<file path="src/rtl/uart_alu_pkg.sv">
// Shared definitions for the serial-controlled ALU: opcodes, FSM state
// encodings and the baud divisor computation.
package uart_alu_pkg;

  localparam int unsigned OVERSAMPLE = 16;

  localparam logic [5:0] OP_ADD = 6'b100000;
  localparam logic [5:0] OP_SUB = 6'b100010;
  localparam logic [5:0] OP_AND = 6'b100100;
  localparam logic [5:0] OP_OR  = 6'b100101;
  localparam logic [5:0] OP_XOR = 6'b100110;
  localparam logic [5:0] OP_NOR = 6'b100111;
  localparam logic [5:0] OP_SRA = 6'b000011;
  localparam logic [5:0] OP_SRL = 6'b000010;

  typedef enum logic [2:0] {RxIdle, RxStart, RxData, RxStop, RxBreak} rx_state_e;
  typedef enum logic [1:0] {TxIdle, TxStart, TxData, TxStop} tx_state_e;
  typedef enum logic [1:0] {StWaitA, StWaitB, StWaitOp, StSend} ctrl_state_e;

  // Rounded clk_freq / (baud * os).
  function automatic int unsigned calc_divisor(int unsigned clk_freq, int unsigned baud,
                                               int unsigned os);
    return (clk_freq + (baud * os) / 2) / (baud * os);
  endfunction

endpackage

</file>
<file path="src/rtl/alu.sv">
// Combinational ALU; results wrap modulo 2^DATA_BITS.
module alu #(
  parameter int unsigned DATA_BITS = 8,
  parameter int unsigned OP_BITS   = 6
) (
  input  logic [DATA_BITS-1:0] a_i,
  input  logic [DATA_BITS-1:0] b_i,
  input  logic [OP_BITS-1:0]   op_i,
  output logic [DATA_BITS-1:0] y_o
);
  import uart_alu_pkg::*;

  localparam int unsigned ShW = (DATA_BITS > 1) ? $clog2(DATA_BITS) : 1;

  logic           big_shift;
  logic [ShW-1:0] sh;

  // Opcode decode; oversized shifts saturate to zero or sign fill.
  always_comb begin
    big_shift = (b_i >= DATA_BITS'(DATA_BITS));
    sh        = b_i[ShW-1:0];
    case (op_i)
      OP_ADD:  y_o = a_i + b_i;
      OP_SUB:  y_o = a_i - b_i;
      OP_AND:  y_o = a_i & b_i;
      OP_OR:   y_o = a_i | b_i;
      OP_XOR:  y_o = a_i ^ b_i;
      OP_NOR:  y_o = ~(a_i | b_i);
      OP_SRL:  y_o = big_shift ? '0 : (a_i >> sh);
      OP_SRA:  y_o = big_shift ? {DATA_BITS{a_i[DATA_BITS-1]}}
                               : $unsigned($signed(a_i) >>> sh);
      default: y_o = '0;
    endcase
  end

endmodule

</file>
<file path="src/rtl/baud_gen.sv">
// Free-running oversample tick generator.
module baud_gen #(
  parameter int unsigned DIVISOR = 326
) (
  input  logic clk_i,
  input  logic rst_i,
  output logic tick_o
);

  localparam int unsigned CntW = (DIVISOR > 1) ? $clog2(DIVISOR) : 1;

  logic [CntW-1:0] cnt_q, cnt_d;

  // Tick on the terminal count, then wrap.
  always_comb begin
    tick_o = (cnt_q == CntW'(DIVISOR - 1));
    cnt_d  = tick_o ? '0 : cnt_q + CntW'(1);
  end

  // Counter register.
  always_ff @(posedge clk_i or posedge rst_i) begin
    if (rst_i) cnt_q <= '0;
    else       cnt_q <= cnt_d;
  end

endmodule

</file>
<file path="src/rtl/uart_alu_ctrl.sv">
// Interface FSM: collects A, B and opcode bytes, then launches the result.
module uart_alu_ctrl #(
  parameter int unsigned DATA_BITS = 8,
  parameter int unsigned OP_BITS   = 6
) (
  input  logic                 clk_i,
  input  logic                 rst_i,
  input  logic                 rx_done_i,
  input  logic [DATA_BITS-1:0] rx_data_i,
  input  logic                 tx_done_i,
  input  logic [DATA_BITS-1:0] alu_y_i,
  output logic [DATA_BITS-1:0] a_o,
  output logic [DATA_BITS-1:0] b_o,
  output logic [OP_BITS-1:0]   op_o,
  output logic [DATA_BITS-1:0] result_o,
  output logic                 tx_start_o
);
  import uart_alu_pkg::*;

  ctrl_state_e          state_q, state_d;
  logic [DATA_BITS-1:0] a_q, a_d, b_q, b_d, result_q, result_d;
  logic [OP_BITS-1:0]   op_q;
  logic                 tx_start_q, tx_start_d;
  logic                 op_take;

  // The ALU sees the incoming opcode in the same cycle it is captured, so the
  // result can be registered without an extra cycle of latency.
  assign op_take    = (state_q == StWaitOp) && rx_done_i;
  assign op_o       = op_take ? rx_data_i[OP_BITS-1:0] : op_q;
  assign a_o        = a_q;
  assign b_o        = b_q;
  assign result_o   = result_q;
  assign tx_start_o = tx_start_q;

  // Byte sequencing; bytes arriving while sending are dropped.
  always_comb begin
    state_d    = state_q;
    a_d        = a_q;
    b_d        = b_q;
    result_d   = result_q;
    tx_start_d = 1'b0;
    case (state_q)
      StWaitA: begin
        if (rx_done_i) begin
          a_d     = rx_data_i;
          state_d = StWaitB;
        end
      end
      StWaitB: begin
        if (rx_done_i) begin
          b_d     = rx_data_i;
          state_d = StWaitOp;
        end
      end
      StWaitOp: begin
        if (rx_done_i) begin
          result_d   = alu_y_i;
          tx_start_d = 1'b1;
          state_d    = StSend;
        end
      end
      StSend: begin
        if (tx_done_i) state_d = StWaitA;
      end
      default: state_d = StWaitA;
    endcase
  end

  // State and operand registers.
  always_ff @(posedge clk_i or posedge rst_i) begin
    if (rst_i) begin
      state_q    <= StWaitA;
      a_q        <= '0;
      b_q        <= '0;
      op_q       <= '0;
      result_q   <= '0;
      tx_start_q <= 1'b0;
    end else begin
      state_q    <= state_d;
      a_q        <= a_d;
      b_q        <= b_d;
      op_q       <= op_o;
      result_q   <= result_d;
      tx_start_q <= tx_start_d;
    end
  end

endmodule

</file>
<file path="src/rtl/uart_rx.sv">
// 8N1 UART receiver with input synchronizer and break handling.
module uart_rx #(
  parameter int unsigned DATA_BITS  = 8,
  parameter int unsigned OVERSAMPLE = 16
) (
  input  logic                 clk_i,
  input  logic                 rst_i,
  input  logic                 tick_i,
  input  logic                 rx_i,
  output logic [DATA_BITS-1:0] data_o,
  output logic                 done_o
);
  import uart_alu_pkg::*;

  localparam int unsigned TickW = $clog2(OVERSAMPLE);
  localparam int unsigned BitW  = (DATA_BITS > 1) ? $clog2(DATA_BITS) : 1;

  rx_state_e            state_q, state_d;
  logic [1:0]           sync_q;
  logic                 prev_q;
  logic [TickW-1:0]     tick_q, tick_d;
  logic [BitW-1:0]      bit_q, bit_d;
  logic [DATA_BITS-1:0] shift_q, shift_d;
  logic                 done_q, done_d;
  logic                 rx_s;

  assign rx_s   = sync_q[1];
  assign data_o = shift_q;
  assign done_o = done_q;

  // Next-state: start detect, mid-bit sampling, stop check and break wait.
  always_comb begin
    state_d = state_q;
    tick_d  = tick_q;
    bit_d   = bit_q;
    shift_d = shift_q;
    done_d  = 1'b0;
    case (state_q)
      RxIdle: begin
        if (prev_q && !rx_s) begin
          state_d = RxStart;
          tick_d  = '0;
        end
      end
      RxStart: begin
        if (tick_i) begin
          if (tick_q == TickW'(OVERSAMPLE / 2 - 1)) begin
            tick_d  = '0;
            bit_d   = '0;
            state_d = rx_s ? RxIdle : RxData;
          end else begin
            tick_d = tick_q + TickW'(1);
          end
        end
      end
      RxData: begin
        if (tick_i) begin
          if (tick_q == TickW'(OVERSAMPLE - 1)) begin
            tick_d  = '0;
            shift_d = {rx_s, shift_q[DATA_BITS-1:1]};
            if (bit_q == BitW'(DATA_BITS - 1)) state_d = RxStop;
            else                               bit_d   = bit_q + BitW'(1);
          end else begin
            tick_d = tick_q + TickW'(1);
          end
        end
      end
      RxStop: begin
        if (tick_i) begin
          if (tick_q == TickW'(OVERSAMPLE - 1)) begin
            tick_d = '0;
            if (rx_s) begin
              done_d  = 1'b1;
              state_d = RxIdle;
            end else begin
              state_d = RxBreak;
            end
          end else begin
            tick_d = tick_q + TickW'(1);
          end
        end
      end
      RxBreak: begin
        if (rx_s) state_d = RxIdle;
      end
      default: state_d = RxIdle;
    endcase
  end

  // State, synchronizer and datapath registers.
  always_ff @(posedge clk_i or posedge rst_i) begin
    if (rst_i) begin
      state_q <= RxIdle;
      sync_q  <= 2'b11;
      prev_q  <= 1'b1;
      tick_q  <= '0;
      bit_q   <= '0;
      shift_q <= '0;
      done_q  <= 1'b0;
    end else begin
      state_q <= state_d;
      sync_q  <= {sync_q[0], rx_i};
      prev_q  <= rx_s;
      tick_q  <= tick_d;
      bit_q   <= bit_d;
      shift_q <= shift_d;
      done_q  <= done_d;
    end
  end

endmodule

</file>
<file path="src/rtl/uart_tx.sv">
// 8N1 UART transmitter with a registered, glitch-free serial output.
module uart_tx #(
  parameter int unsigned DATA_BITS  = 8,
  parameter int unsigned OVERSAMPLE = 16
) (
  input  logic                 clk_i,
  input  logic                 rst_i,
  input  logic                 tick_i,
  input  logic                 start_i,
  input  logic [DATA_BITS-1:0] data_i,
  output logic                 tx_o,
  output logic                 done_o
);
  import uart_alu_pkg::*;

  localparam int unsigned TickW = $clog2(OVERSAMPLE);
  localparam int unsigned BitW  = (DATA_BITS > 1) ? $clog2(DATA_BITS) : 1;

  tx_state_e            state_q, state_d;
  logic [TickW-1:0]     tick_q, tick_d;
  logic [BitW-1:0]      bit_q, bit_d;
  logic [DATA_BITS-1:0] shift_q, shift_d;
  logic                 tx_q, tx_d;
  logic                 done_q, done_d;

  assign tx_o   = tx_q;
  assign done_o = done_q;

  // Next-state and the line level for the upcoming state.
  always_comb begin
    state_d = state_q;
    tick_d  = tick_q;
    bit_d   = bit_q;
    shift_d = shift_q;
    done_d  = 1'b0;
    case (state_q)
      TxIdle: begin
        if (start_i) begin
          shift_d = data_i;
          tick_d  = '0;
          bit_d   = '0;
          state_d = TxStart;
        end
      end
      TxStart: begin
        if (tick_i) begin
          if (tick_q == TickW'(OVERSAMPLE - 1)) begin
            tick_d  = '0;
            state_d = TxData;
          end else begin
            tick_d = tick_q + TickW'(1);
          end
        end
      end
      TxData: begin
        if (tick_i) begin
          if (tick_q == TickW'(OVERSAMPLE - 1)) begin
            tick_d  = '0;
            shift_d = {1'b0, shift_q[DATA_BITS-1:1]};
            if (bit_q == BitW'(DATA_BITS - 1)) state_d = TxStop;
            else                               bit_d   = bit_q + BitW'(1);
          end else begin
            tick_d = tick_q + TickW'(1);
          end
        end
      end
      TxStop: begin
        if (tick_i) begin
          if (tick_q == TickW'(OVERSAMPLE - 1)) begin
            tick_d  = '0;
            done_d  = 1'b1;
            state_d = TxIdle;
          end else begin
            tick_d = tick_q + TickW'(1);
          end
        end
      end
      default: state_d = TxIdle;
    endcase

    case (state_d)
      TxStart: tx_d = 1'b0;
      TxData:  tx_d = shift_d[0];
      default: tx_d = 1'b1;
    endcase
  end

  // State and output registers; reset drives the line idle high at once.
  always_ff @(posedge clk_i or posedge rst_i) begin
    if (rst_i) begin
      state_q <= TxIdle;
      tick_q  <= '0;
      bit_q   <= '0;
      shift_q <= '0;
      tx_q    <= 1'b1;
      done_q  <= 1'b0;
    end else begin
      state_q <= state_d;
      tick_q  <= tick_d;
      bit_q   <= bit_d;
      shift_q <= shift_d;
      tx_q    <= tx_d;
      done_q  <= done_d;
    end
  end

endmodule

</file>
<file path="src/rtl/uart_alu_top.sv">
// Chip-top serial ALU: UART in, three-byte command, one-byte result out.
module uart_alu_top #(
  parameter int unsigned CLK_FREQ   = 50000000,
  parameter int unsigned BAUD       = 9600,
  parameter int unsigned OVERSAMPLE = uart_alu_pkg::OVERSAMPLE,
  parameter int unsigned DATA_BITS  = 8,
  parameter int unsigned OP_BITS    = 6
) (
  input  logic clock,
  input  logic reset,
  input  logic rx,
  output logic tx
);

  localparam int unsigned DIVISOR = uart_alu_pkg::calc_divisor(CLK_FREQ, BAUD, OVERSAMPLE);

  logic                 tick;
  logic                 rx_done, tx_done, tx_start;
  logic [DATA_BITS-1:0] rx_data, alu_a, alu_b, alu_y, result;
  logic [OP_BITS-1:0]   alu_op;

  baud_gen #(
    .DIVISOR(DIVISOR)
  ) u_baud (
    .clk_i (clock),
    .rst_i (reset),
    .tick_o(tick)
  );

  uart_rx #(
    .DATA_BITS (DATA_BITS),
    .OVERSAMPLE(OVERSAMPLE)
  ) u_rx (
    .clk_i (clock),
    .rst_i (reset),
    .tick_i(tick),
    .rx_i  (rx),
    .data_o(rx_data),
    .done_o(rx_done)
  );

  uart_alu_ctrl #(
    .DATA_BITS(DATA_BITS),
    .OP_BITS  (OP_BITS)
  ) u_ctrl (
    .clk_i     (clock),
    .rst_i     (reset),
    .rx_done_i (rx_done),
    .rx_data_i (rx_data),
    .tx_done_i (tx_done),
    .alu_y_i   (alu_y),
    .a_o       (alu_a),
    .b_o       (alu_b),
    .op_o      (alu_op),
    .result_o  (result),
    .tx_start_o(tx_start)
  );

  alu #(
    .DATA_BITS(DATA_BITS),
    .OP_BITS  (OP_BITS)
  ) u_alu (
    .a_i (alu_a),
    .b_i (alu_b),
    .op_i(alu_op),
    .y_o (alu_y)
  );

  uart_tx #(
    .DATA_BITS (DATA_BITS),
    .OVERSAMPLE(OVERSAMPLE)
  ) u_tx (
    .clk_i  (clock),
    .rst_i  (reset),
    .tick_i (tick),
    .start_i(tx_start),
    .data_i (result),
    .tx_o   (tx),
    .done_o (tx_done)
  );

endmodule

</file>
<file path="config.mk">
export PLATFORM = sky130hd
export DESIGN_NAME = uart_alu_top
export DESIGN_NICKNAME = d
export VERILOG_FILES = /design/src/rtl/uart_alu_pkg.sv /design/src/rtl/alu.sv /design/src/rtl/baud_gen.sv /design/src/rtl/uart_alu_ctrl.sv /design/src/rtl/uart_rx.sv /design/src/rtl/uart_tx.sv /design/src/rtl/uart_alu_top.sv
export SDC_FILE = /design/constraint.sdc
export NUM_CORES = 1
export LEC_CHECK = 0
export ABC_AREA = 0
export ABC_CLOCK_PERIOD_IN_PS = 5700
export CAP_MARGIN = 10
export CORE_AREA = 3 3 99 101
export CTS_BUF_LIST = sky130_fd_sc_hd__clkbuf_8
export CTS_CLUSTER_DIAMETER = 200
export DETAILED_ROUTE_END_ITERATION = 8
export DIE_AREA = 0 0 102 104
export GPL_ROUTABILITY_DRIVEN = 1
export PLACE_DENSITY = 0.75
export SLEW_MARGIN = 30
export SYNTH_ARGS = -nofsm -noshare
export SYNTH_HDL_FRONTEND = slang
export SYNTH_HIERARCHICAL = 1
export SYNTH_SLANG_ARGS = --single-unit
export TNS_END_PERCENT = 1
</file>
<file path="constraint.sdc">
create_clock -name clock -period 5.7 [get_ports clock]
set_clock_uncertainty 0.15 [all_clocks]
set_input_delay 1.14 -clock clock [delete_from_list [all_inputs] [get_ports clock]]
set_output_delay 1.14 -clock clock [all_outputs]
set_load 0.05 [all_outputs]
</file>
# Word-level counts from Yosys, hierarchy flattened
# Index checks and enable logic that the tools add are counted.
# word_totals
ff_bits	83
out_inout_bits	1
wordCells	169
# classes
add_sub_neg	7
magnitude_cmp	1
n_eq_ne	46
shift	2
muxes	66
n_bitwise	4
n_reduce_logical	22
# op_table
cell	count
8-bit one-hot mux with 8 select lines	1
3-bit two-way mux	19
8-bit two-way mux	5
6-bit equality test, second input constant	6
4-bit two-way mux	8
2-bit two-way mux	13
2-bit by 1-bit inequality test with 1-bit output, second input constant	10
2-bit inequality test, second input constant	10
2-bit one-hot mux with 4 select lines	2
8-bit one-hot mux with 2 select lines	1
3-bit one-hot mux with 5 select lines	1
6-bit by 2-bit equality test with 1-bit output, second input constant	2
3-bit one-hot mux with 2 select lines	2
4-bit one-hot mux with 3 select lines	1
4-bit AND reduction	3
2-bit equality test, second input constant	5
9-bit by 1-bit adder with 9-bit output, second input constant	1
3-bit equality test, second input constant	3
9-bit equality test, second input constant	1
1-bit two-way mux	9
9-bit two-way mux	1
9-bit AND reduction	1
4-bit by 1-bit adder with 4-bit output, second input constant	2
8-bit adder	1
other kinds (29)	40

# Longest topological paths before layout
# logic_depth
word_depth	7
ltp_mapped	16
depth_no_buf	15

# By module
# The synthesis kept the hierarchy.
# modules_own_cells
mod	n_inst	cells_each	area_each_um2
alu	1	214	1536.5
uart_alu_ctrl	1	81	1337.5
uart_rx	1	94	1058.5
uart_tx	1	98	972.2
baud_gen	1	41	421.7

# Worst setup path after synthesis
# No wires, ideal clock.
# synth_path
path_kind	flip-flop to flip-flop
start	reg u_ctrl.state_q[0]
end	reg u_ctrl.result_q[6] (netlist: u_ctrl/result_o[6])
arrival_time_ns	3.842
required_ns	5.425
setup_slack_ns	1.583
stages_incl_launch_ff	17
period_less_slack_ns	4.117
cell_sequence	dfrtp_1 -> inv_1 -> ha_1 -> nand2_4 -> buf_6 -> mux2_4 -> or4b_1 -> nor2_1 -> nor2_1 -> xnor2_1 -> ha_1 -> nor2b_1 -> o31a_1 -> o21a_1 -> or3_1 -> a31o_1 -> mux2_4
# synth_via
elab_chain_len	5
elab_cells_between_ends	13
classes_between	9 x eq/ne; 2 x mux; 2 x reduce/logical
# synth_rtl
element	line	text
from (decl)	uart_alu_ctrl.sv:20	ctrl_state_e state_q, state_d;
from (signal assigned)	uart_alu_ctrl.sv:72	state_q <= StWaitA;
from (signal assigned)	uart_alu_ctrl.sv:79	state_q <= state_d;
2-bit equality test (*)	uart_alu_ctrl.sv:28	assign op_take = (state_q == StWaitOp) && rx_done_i;
1-bit logical AND (*)	uart_alu_ctrl.sv:28	
6-bit two-way mux (*)	uart_alu_ctrl.sv:29	assign op_o = op_take ? rx_data_i[OP_BITS-1:0] : op_q;
via alu_op[4]	uart_alu_top.sv:20	logic [OP_BITS-1:0] alu_op;
6-bit by 2-bit equality test with 1-bit output or 6-bit equality test (tied branches)	alu.sv:22	case (op_i)
8-bit one-hot mux with 8 select lines (*)	alu.sv:22	
via alu_y[6]	uart_alu_top.sv:19	logic [DATA_BITS-1:0] rx_data, alu_a, alu_b, alu_y, result;
to (signal assigned)	uart_alu_ctrl.sv:83	result_q <= result_d;
to (decl)	uart_alu_ctrl.sv:21	logic [DATA_BITS-1:0] a_q, a_d, b_q, b_d, result_q, result_d;
# Mark *: on every way through the listed nets, which the timed path passes. The rest lies on a longest branch.
# A chain may end at the register's enable or synchronous reset.

# Final worst setup path
# Ends and elaborated chain as after synthesis.

==> results.md <==
- Status: finished clean
- GR Util All Layers: 0.218
- R2R depth: 15
- # diodes: 0
- Core area: 9110 um^2
- First-pass GRT wire length: 18900 um
- Endpoints failing setup: 0
- Pleak: 0.00258 uW
- EDFF count, synth: 0
- TritonRoute pass-1 iters: 4
- Final min period: 4.60 ns
- Fin crit share: 0.808
- Clock-pin slew on the worst setup and hold paths: 0.08 ns
- Hold Startpoint: u_rx/sync_q[0]$_DFF_PP1_
- Pwr dens: 186 nW/um^2
- Most frequent cells in the layout: dfrtp_1 (79), nand2_1 (54), mux2_2 (39), inv_1 (36), ha_1 (36)
- Final hold violations: 0
- Hold_ws: 0.212 ns
- Slowest cell on the critical path: or4b_1
- Post-synth cell types: 73
- Main flop type after synthesis: dfrtp_1
- CP arrival: 4.70 ns
- Die ar.: 10600 um^2
- Max Slew Vio Count: 0
- Placed cell count: 627
- Grt ovf: 0
- Hpwl dp: 8080 um
- Hold Crit Class: flip-flop to flip-flop
- Initial Utilization: 0.585
- Total wire length: 10900 um
- Most common cell after layout, fill and taps aside: dfrtp_1
- Largest net degree at the start of global routing: 34
- Layout area overhead: 5.61%
- Largest area contributor in the netlist: dfrtp_1
- Num CTS Buffers: 9
- Post-synthesis sequential area ratio: 0.391
- CP Data Required Time: 5.79 ns
- Dominant cells by area after synthesis: dfrtp_1 (37%), ha_1 (8.5%), mux2_2 (8.2%)
- Initial antenna violation count: 0
- Final #Nets: 567
- Ys Warns: 6
- F_max: 0.217 GHz
- Via Count: 3942
- Slew HR: 0.462
- Peak supply drop: 0.000147 V
- Cts hold-fix bufs: 0
- Site row count: 35
- Share of cells above drive strength 1: 0.177
- Later-pin clock latency in the skew report: 0.35 ns
- Average size of a mapped cell: 10.1 um^2
- Die height: 104 um
- Synth async-reset ratio: 1.00
- Syn Nets: 568
- Mapped Area: 5330 um^2
- Gpl congestion: 0.907
- Total power draw: 1050 uW
- Number of fill cells: 754
- Syn Inst Count: 528
- CTS Root Cell: clkbuf_8
- Residual DRC: 0
- Reg2reg start: u_ctrl/state_q[0]$_DFFE_PP0P_
- Crit path launch type: flip-flop
- Cell depth of the worst min-delay path: 0
- Num ports: 4
- Synth Register Bits: 83
- CTS resizes: 0
- CP Max Fanout: 15
- TritonCTS clock tree: done
- Cells along the critical path: inv_1, ha_1, nand2_4, mux2_2, or4b_1, nor2_1, nor2_1, xnor2_1, ha_1, nor2b_1, o31a_1, o21a_1, or3_1, a31o_1, mux2_4
- Port Buffer Count: 3
- Max incr delay on CP: 0.61 ns
- Detail Route Antenna Nets: 0
- CTS H-tree lvls: 3
- Vias in the first global route: 3825
- Clock buffer depth: 2
- Setup Buffers After CTS: 0
- RSZ-0062 raised after global routing: no
- Fin Setup TNS: 0 ns
- Reg2Reg Setup Slack: 1.10 ns
- Filler-free cell count of the finished design: 642
- Synth top area share: 0.371
- Vias/cell: 6.14
- Routed len/inst: 17.0 um
- Number of max-cap violations: 0
- Type of the worst setup path: flip-flop to flip-flop
- Endpoint type of the worst setup path: flip-flop
- Initial drt markers: 235
- Worst Tran Pin Value: 0.806 ns
- Worst Hold End: u_rx/sync_q[1]$_DFF_PP1_
- Die width: 102 um
- Clock tree sinks: 83
- Reg2reg end: u_ctrl/result_o[6]$_DFFE_PP0N_
-- worst max-delay path, delay by kind of cell (launching register included) --
family	cells	cell delay [ns]
simple gates	6	1.80
mux	2	0.67
compound gates	3	0.65
fa+ha+maj	2	0.61
flops	1	0.38
xor+xnor	1	0.14
buf+inv	1	0.08
-- sequential cells by signal (all words and copies together), names as in the netlist, 2 cells and up --
name and flops:
u_tx/shift_q 8, u_tx/tick_q 4, u_ctrl/state_q 2, u_rx/bit_q 3, u_ctrl/a_o 8, u_rx/tick_q 4, u_ctrl/b_o 8, u_rx/state_q 3
u_ctrl/result_o 8, u_rx/sync_q 2, u_baud/cnt_q 9, u_tx/state_q 2, u_rx/data_o 8, u_tx/bit_q 3, u_ctrl/op_q 6
-- how the worst max path moves through the flow --
| stage | depth (start not counted) | start | endpoint |
|---|---|---|---|
| 2_1_floorplan | 16 | u_ctrl/state_q[0]$_DFFE_PP0P_ | u_ctrl/result_o[6]$_DFFE_PP0N_ |
| 3_3_place_gp | 15 | u_ctrl/state_q[0]$_DFFE_PP0P_ | u_ctrl/result_o[6]$_DFFE_PP0N_ |
| 3_5_place_dp | 15 | u_ctrl/state_q[0]$_DFFE_PP0P_ | u_ctrl/result_o[6]$_DFFE_PP0N_ |
| 4_1_cts | 15 | u_ctrl/state_q[0]$_DFFE_PP0P_ | u_ctrl/result_o[6]$_DFFE_PP0N_ |
| 5_1_grt | 15 | u_ctrl/state_q[0]$_DFFE_PP0P_ | u_ctrl/result_o[6]$_DFFE_PP0N_ |
| 6_report | 15 | u_ctrl/state_q[0]$_DFFE_PP0P_ | u_ctrl/result_o[6]$_DFFE_PP0N_ |
-- routing by layer --
layer	track usage	part of all wire	vias to the layer above
met3	0.0416	0.041	13
met4	0.0581	0.012	0
met2	0.341	0.48	102
met1	0.309	0.47	1946
met5	0	0	-
li1	-	-	1881
-- where the power goes --
part | internal, uW | switching (uW)
combinational | 2.28 | 11.7
clock | 237 | 206
sequential | 590 | 0.903
total | 829 | 219
-- layout make-up --
cell class | instances | area (um^2) | share of cell area
clock inverter | 3 | 46.3 | 0.00823
sequential | 83 | 2080 | 0.370
multi-input combinational | 391 | 3010 | 0.534
timing repair buffer | 6 | 52.6 | 0.00934
clock buffer | 12 | 165 | 0.0294
tap | 111 | 139 | 0.0247
inverter | 36 | 135 | 0.0240
-- synth_stat cells (3+ instances only) --
master    number
dfrtp_1       79
nand2_1       54
mux2_2        39
ha_1          36
inv_1         36
nor2_1        34
o21ai_0       31
a21oi_1       15
mux2i_1       15
nand3_1       12
buf_2         11
o211ai_1      10
xnor2_1       10
a22oi_1        9
mux2_4         9
nor3_1         9
xor2_1         9
o22ai_1        6
or3_1          5
a211oi_1       4
a31oi_1        4
and3_1         4
dfstp_2        4
buf_6          3
nand2b_1       3
nand4_1        3
nor2b_1        3
nor3_2         3
o21a_1         3
or2_2          3
-- logic make-up (layout without fill, tap and decap cells) --
| family | count (synthesis) | in the layout | synth area share |
|---|---|---|---|
| DFF | 83 | 83 | 0.391 |
| xor gates and xnor gates | 19 | 19 | 0.0312 |
| buffers and inverters | 54 | 57 | 0.0449 |
| and+or+nand+nor | 162 | 162 | 0.169 |
| AOI/OAI and AO/OA | 110 | 110 | 0.140 |
| muxes | 63 | 63 | 0.136 |
| adders and majority gates | 37 | 37 | 0.0883 |
-- through the flow --
stage	utilization	setup WS, ns	cell area, um^2
after floorplan	-	1.58	5330
after global placement	0.594	1.25	5410
after detailed placement	0.594	1.14	5410
after CTS	0.618	1.14	5630
after global routing	0.618	0.864	5630
final	0.618	1.10	5630
(Power assumes the default switching activity.)
